**src/rtl/reg_f_arb.sv**
```systemverilog
// Round-robin two-port arbiter for the single-port register file.
// Provides a REQ/GNT handshake, registered read data and write-protected constant registers 0/1.
module reg_f_arb #(
  parameter int unsigned WIDTH = 3,
  parameter int unsigned SIZE  = 11,
  parameter int unsigned SELW  = $clog2(SIZE)
) (
  input  logic             CLK,
  input  logic             RST,
  input  logic             REQ0,
  input  logic             REQ1,
  input  logic             WE0,
  input  logic             WE1,
  input  logic [SELW-1:0]  ADDR0,
  input  logic [SELW-1:0]  ADDR1,
  input  logic [WIDTH-1:0] WDATA0,
  input  logic [WIDTH-1:0] WDATA1,
  output logic             GNT0,
  output logic             GNT1,
  output logic             RVALID0,
  output logic             RVALID1,
  output logic [WIDTH-1:0] RDATA,
  output logic             ERR,
  output logic [SELW-1:0]  RF_SEL,
  output logic [WIDTH-1:0] RF_IN,
  output logic             RF_EN,
  input  logic [WIDTH-1:0] RF_OUT
);

  localparam logic [SELW:0]   MAX_IDX = (SELW+1)'(SIZE);
  localparam logic [SELW-1:0] ONE_IDX = SELW'(1);

  typedef enum logic {IDLE, ACCESS} state_e;

  state_e           state_q;
  logic             last_q;
  logic             win_q;
  logic             we_q;
  logic [1:0]       gnt_q;
  logic [1:0]       rvalid_q;
  logic             err_q;
  logic             rf_en_q;
  logic [SELW-1:0]  rf_sel_q;
  logic [WIDTH-1:0] rf_in_q;
  logic [WIDTH-1:0] rdata_q;

  logic             pick_vld;
  logic             pick;
  logic             pick_we;
  logic [SELW-1:0]  pick_addr;
  logic [WIDTH-1:0] pick_wdata;
  logic             pick_bad;
  logic [WIDTH-1:0] rd_val;

  always_comb begin
    pick_vld   = 1'b0;
    pick       = 1'b0;
    if (state_q == IDLE) begin
      pick_vld = REQ0 | REQ1;
      pick     = (REQ0 & REQ1) ? ~last_q : REQ1;
    end else begin
      // The port being served still holds REQ, so only the other one may follow.
      pick     = ~win_q;
      pick_vld = win_q ? REQ0 : REQ1;
    end
    pick_we    = pick ? WE1    : WE0;
    pick_addr  = pick ? ADDR1  : ADDR0;
    pick_wdata = pick ? WDATA1 : WDATA0;
    pick_bad   = ({1'b0, pick_addr} > MAX_IDX) | (pick_we & (pick_addr <= ONE_IDX));

    if (({1'b0, rf_sel_q} > MAX_IDX) || (rf_sel_q == '0)) begin
      rd_val = '0;
    end else if (rf_sel_q == ONE_IDX) begin
      rd_val = '1;
    end else begin
      rd_val = RF_OUT;
    end
  end

  always_ff @(posedge CLK) begin
    if (RST) begin
      state_q  <= IDLE;
      last_q   <= 1'b1;
      win_q    <= 1'b0;
      we_q     <= 1'b0;
      gnt_q    <= '0;
      rvalid_q <= '0;
      err_q    <= 1'b0;
      rf_en_q  <= 1'b0;
      rf_sel_q <= '0;
      rf_in_q  <= '0;
      rdata_q  <= '0;
    end else begin
      rvalid_q <= '0;
      if (state_q == ACCESS) begin
        last_q <= win_q;
        if (!we_q) begin
          rdata_q           <= rd_val;
          rvalid_q[win_q]   <= 1'b1;
        end
      end
      if (pick_vld) begin
        state_q  <= ACCESS;
        win_q    <= pick;
        we_q     <= pick_we;
        rf_sel_q <= pick_addr;
        rf_in_q  <= pick_wdata;
        rf_en_q  <= pick_we & ~pick_bad;
        err_q    <= pick_bad;
        gnt_q    <= pick ? 2'b10 : 2'b01;
      end else begin
        state_q  <= IDLE;
        gnt_q    <= '0;
        rf_en_q  <= 1'b0;
        err_q    <= 1'b0;
      end
    end
  end

  assign GNT0    = gnt_q[0];
  assign GNT1    = gnt_q[1];
  assign RVALID0 = rvalid_q[0];
  assign RVALID1 = rvalid_q[1];
  assign RDATA   = rdata_q;
  assign ERR     = err_q;
  assign RF_SEL  = rf_sel_q;
  assign RF_IN   = rf_in_q;
  assign RF_EN   = rf_en_q;

endmodule

```
**config.mk**
```make
export PLATFORM = sky130hd
export DESIGN_NAME = reg_f_arb
export DESIGN_NICKNAME = d
export VERILOG_FILES = /design/src/rtl/reg_f_arb.sv
export SDC_FILE = /design/constraint.sdc
export NUM_CORES = 1
export LEC_CHECK = 0
export ABC_AREA = 1
export BUFFER_PORTS_ARGS = -buffer_cell sky130_fd_sc_hd__buf_2
export CAP_MARGIN = 10
export CORE_MARGIN = 4
export CORE_UTILIZATION = 30
export CTS_BUF_LIST = sky130_fd_sc_hd__clkbuf_4
export CTS_CLUSTER_DIAMETER = 150
export DETAILED_ROUTE_END_ITERATION = 10
export HOLD_SLACK_MARGIN = 0.06
export PLACE_DENSITY = 0.57
export SLEW_MARGIN = 10
export SYNTH_ARGS = -nofsm -noshare
export SYNTH_HDL_FRONTEND = slang
export SYNTH_SLANG_ARGS = --single-unit
```
**constraint.sdc**
```tcl
create_clock -name CLK -period 1.2 [get_ports CLK]
set_input_delay 0.06 -clock CLK [delete_from_list [all_inputs] [get_ports CLK]]
set_output_delay 0.06 -clock CLK [all_outputs]
set_load 0.01 [all_outputs]
```
# --- Yosys cells after proc, flatten, opt, wreduce, memory -nomap -nowiden ---
# Index checks and enable logic that the tools add are counted.
word_totals:
  ff_bits: 20
  input_bits: 23
  elab_cells: 47
op_classes:
  eq_ne: 1
  magnitude_cmp: 5
  n_reduce_logical: 6
  bitwise: 11
  mux: 13
ops:
  columns: ["cell", "count"]
  rows:
  - ["3-bit 2-to-1 mux", 3]
  - ["4-bit > comparator, second input constant", 2]
  - ["1-bit 2-to-1 mux", 7]
  - ["1-bit inverter", 6]
  - ["4-bit by 1-bit equality test with 1-bit output, second input constant", 1]
  - ["4-bit by 1-bit less-or-equal comparator with 1-bit output, second input constant", 1]
  - ["4-bit logical NOT", 1]
  - ["4-bit 2-to-1 mux", 1]
  - ["1-bit bitwise AND", 3]
  - ["3-bit OR reduction", 1]
  - ["1-bit by 2-bit < comparator with 1-bit output, second input constant", 1]
  - ["2-bit 2-to-1 mux", 1]
  - ["1-bit OR", 2]
  - ["2-bit AND reduction", 1]
  - ["2-bit OR reduction", 1]
  - ["1-bit demux with 1-bit select", 1]
  - ["1-bit greater-or-equal comparator, second input constant", 1]
  - ["1-bit logical AND", 1]
  - ["1-bit logical OR", 1]

# --- Logic depth before layout (Yosys ltp) ---
depth:
  depth_word: 9
  depth_mapped: 9
  depth_no_buf: 9

# --- Worst setup path after synthesis ---
# Ideal clock, no wire load.
synth_timing:
  path_kind: "register -> register"
  startpoint: "reg state_q"
  endpoint: "reg rf_en_q (netlist: RF_EN)"
  required_ns: 1.087
  path_buffers: 0
  setup_time_ns: 0.113
  arrival_ns: 1.023
  path_stages_with_launch: 10
  setup_slack_ns: 0.064
  period_less_slack_ns: 1.136
  cell_sequence: "dfxtp_1 inv_2 nand3_4 nand3_2 nand2_1 nand2_1 nor2_1 nand2_1 nand2_1 nor2_1"
synth_via:
  elab_chain_len: 7
  word_cells_on_any_way: 12
synth_rtl:
  columns: ["item", "line", "text"]
  rows:
  - ["start, declared", "35", "state_e state_q;"]
  - ["start signal, assigned", "82", "state_q <= IDLE;"]
  - ["start signal, assigned", "103", "state_q <= ACCESS;"]
  - ["start signal, assigned", "112", "state_q <= IDLE;"]
  - ["1-bit 2-to-1 mux", "58", "if (state_q == IDLE) begin"]
  - ["4-bit 2-to-1 mux", "67", "pick_addr = pick ? ADDR1 : ADDR0;"]
  - ["4-bit by 1-bit less-or-equal comparator with 1-bit output", "69", "pick_bad = ({1'b0, pick_addr} > MAX_IDX) | (pick_we & (pick_addr <= ONE_IDX));"]
  - ["1-bit bitwise AND", "69", null]
  - ["1-bit OR", "69", null]
  - ["1-bit inverter", "108", "rf_en_q <= pick_we & ~pick_bad;"]
  - ["1-bit bitwise AND", "108", null]
  - ["end signal, assigned", "108", null]
  - ["end, declared", "42", "logic rf_en_q;"]
# Parallel ways exist; a longest one is shown, timed or not.
# A chain may end at the register's enable or synchronous reset.

# --- Final worst setup path ---
# Same ends and word-level chain as after synthesis.

==> flow_summary.toml <==
[global_routing]
grt_pass1_vias = 932
grt.total_usage_pct = 14.4
grt_pass1_wl_mm = 4.04
antenna_found_initial = 0
grt_remaining_overflow = 0
grt_max_degree = 13

[timing]
layout_setup_ws_ns = -0.0160
drv_slew = 0
rsz0062_at_grt = "yes"
hold_viol = 0
setup_viol = 2
min_period_over_period_pct = 101
fmax_mhz = 822
worst_slew_pin_slew_ns = 0.275
fin_crit_ns = 1.22
max-slew-margin-rel_pct = 81.7
skew_ns = 0.00520

[outcome]
status = "complete, but fails checks"
violations = "negative setup slack"

[cts]
root_buffer = "clkbuf_4"
clockBufferDepth = 2
path_clk_slew_ns = 0.12
h-tree-depth = 1
numCtsBuffers = 3
cts_tree = "done"
cts_sinks = 20
clock_latency_ns = 0.30

[layout]
area_delta_synth_final_pct = 56.6
multi_input_area_um2 = 449
diodes = 0
fill_cells = 266
register_area_um2 = 405
fin_util_pct = 49.0
finalNetCount = 196
layout-drive-gt1-share_pct = 45.9

[placed_design]
post-dp-hpwl_mm = 1.78
port_buffers = 38
place_congestion = 0.743

[logic_synthesis]
ys_ff_latch = 20
synth_largest_area_cell = "dfxtp_1"
synth_edf_count = 0
synthesis.area_um2 = 856
synth.net_count = 137
synth_most_common_cell = "nand2_1"
synth_cells = 114
ys_top_cells_by_area = "dfxtp_1 47%, nand2_1 15%, nand3_1 5.8%"
synth.top_cell.area_share_pct = 46.8
synth_cell_types = 21
ys.flop_type = "dfxtp_1"
ys_warn_count = 0
yosys-top-cells-count = "34 x nand2_1, 20 x dfxtp_1, 12 x inv_1"
async_flop_share_pct = 0
synth.yosys.seq_area_share_pct = 46.8
postSynthAreaPerCell_um2 = 7.51

[floorplanning]
die_y_um = 61.4
row_count = 19
initial_utilization_pct = 31.3
die_x_um = 61.4
die-area_um2 = 3770
core-area_um2 = 2730
ios = 39

[pwr]
leakage_nw = 0.680
total_power_mw = 1.74
ir_worst_vdd_mv = 0.896
power_per_cell_area_nw_per_um2 = 1300

[worst_setup_path]
path_cells = "inv_6 -> nand3_4 -> nand3_4 -> nand2_2 -> nand2_2 -> nor2_2 -> nand2_2 -> nand2_1 -> nor2_1"
crit_required_ns = 1.42
path_max_fanout = 6
cp-end-kind = "register"
arrival_ns = 1.43
crit_slowest_cell = "dfxtp_4"
start_kind = "register"
slowest_delay_ns = 0.41
worst-setup-path-type = "reg2reg"
crit_path_frequent_cell = "nand2_2"

[routing]
drc = 0
drt_iter0_markers = 33
drt_pass1_iterations = 4
via_per_inst = 4.70
final_antenna_net_count = 0
wl_mm = 2.43
wire_per_inst_um = 12.0
num_vias = 955

[run]
maxCapViolations = 0

[worst_hold_path]
hold_path.class = "in2reg"
## what timing repair did
item,CTS,global route
resized for setup,7,14
hold buffers,9,0
endpoints found under the setup margin,5,14
hold endpoints to repair,9,0
cloned,0,0
buffers inserted,0,2
pin swaps,2,8
## placed cells by master, fill, tap and decap left out, types with 2 or more instances in the layout
cell and count:
a21oi_1 2, a21oi_2 4, buf_2 38, buf_4 7, clkbuf_4 3, dfxtp_1 18
dlygate4sd3_1 9, inv_1 12, inv_2 2, nand2_1 26, nand2_2 10, nand2_4 2
nand3_1 10, nand3_4 2, nand4_1 5, nor2_1 3, nor2_2 5, o21ai_0 4
## final cells by class
type                       count  share of cell area (%)
inverter                      15                    4.58
clock buffer                   3                    1.68
timing repair buffer          54                    24.8
clock inverter                 1                    2.24
tap                           31                    2.89
multi-input combinational     79                    33.5
sequential                    20                    30.3
## metal layers
metal	vias up	GRT usage, %	wire (um)
met3	4	3.98	236
met1	427	17.3	990
met5	-	0	0
li1	488	-	-
met2	36	24.3	1170
met4	0	5.45	33
## path summary, 6_finish.rpt
| check | cells after the start | end | start | slack [ns] |
|---|---|---|---|---|
| hold / removal | 5 | RDATA[1] | RF_OUT[1] | 0.08 |
| setup reg to reg | 9 | RF_EN | state_q | -0.02 |
| setup / recovery | 9 | RF_EN | state_q | -0.02 |
| hold reg to reg | 2 | RDATA[2] | RDATA[2] | 0.47 |
## power breakdown
group          total, mW  switching [mW]  internal (mW)
clock              0.557           0.219          0.337
combinational      0.420           0.233          0.187
sequential         0.767          0.0403          0.727
total               1.74           0.493           1.25
## flip-flops by register name, indices dropped and copies added (netlist names)
| register | flops |
|---|---|
| ERR | 1 |
| RDATA | 3 |
| RF_EN | 1 |
| RF_IN | 3 |
| RF_SEL | 4 |
| gnt_q | 2 |
| last_q | 1 |
| rvalid_q | 2 |
| state_q | 1 |
| we_q | 1 |
| win_q | 1 |
## stage by stage
step | area (um2) | cells | worst slack, ns | hold slack, ns | TNS, ns
floorplan | 856 | 114 | 0.0636 | 0.129 | 0
global placement | 1120 | 188 | -0.000205 | 0.257 | -0.000205
detailed placement | 1120 | 188 | -0.0585 | 0.271 | -0.0834
CTS | 1290 | 201 | 0.00422 | 0.0758 | 0
global route | 1340 | 203 | -0.0918 | 0.0880 | -0.721
finish | 1340 | 203 | -0.0160 | 0.0815 | -0.0262
## critical path, delay by kind of cell (launching register included)
kind,cells,cell delay [ns]
DFF,1,0.41
and+or+nand+nor,8,0.66
buffers and inverters,1,0.05
## cell families after synthesis
family / Yosys count / share of synthesized area, %
AND/OR/NAND/NOR: 65 / 36.8
flip-flops: 20 / 46.8
buffers and inverters: 15 / 6.58
AO/OA/AOI/OAI: 14 / 9.80
(Power assumes the default switching activity.)
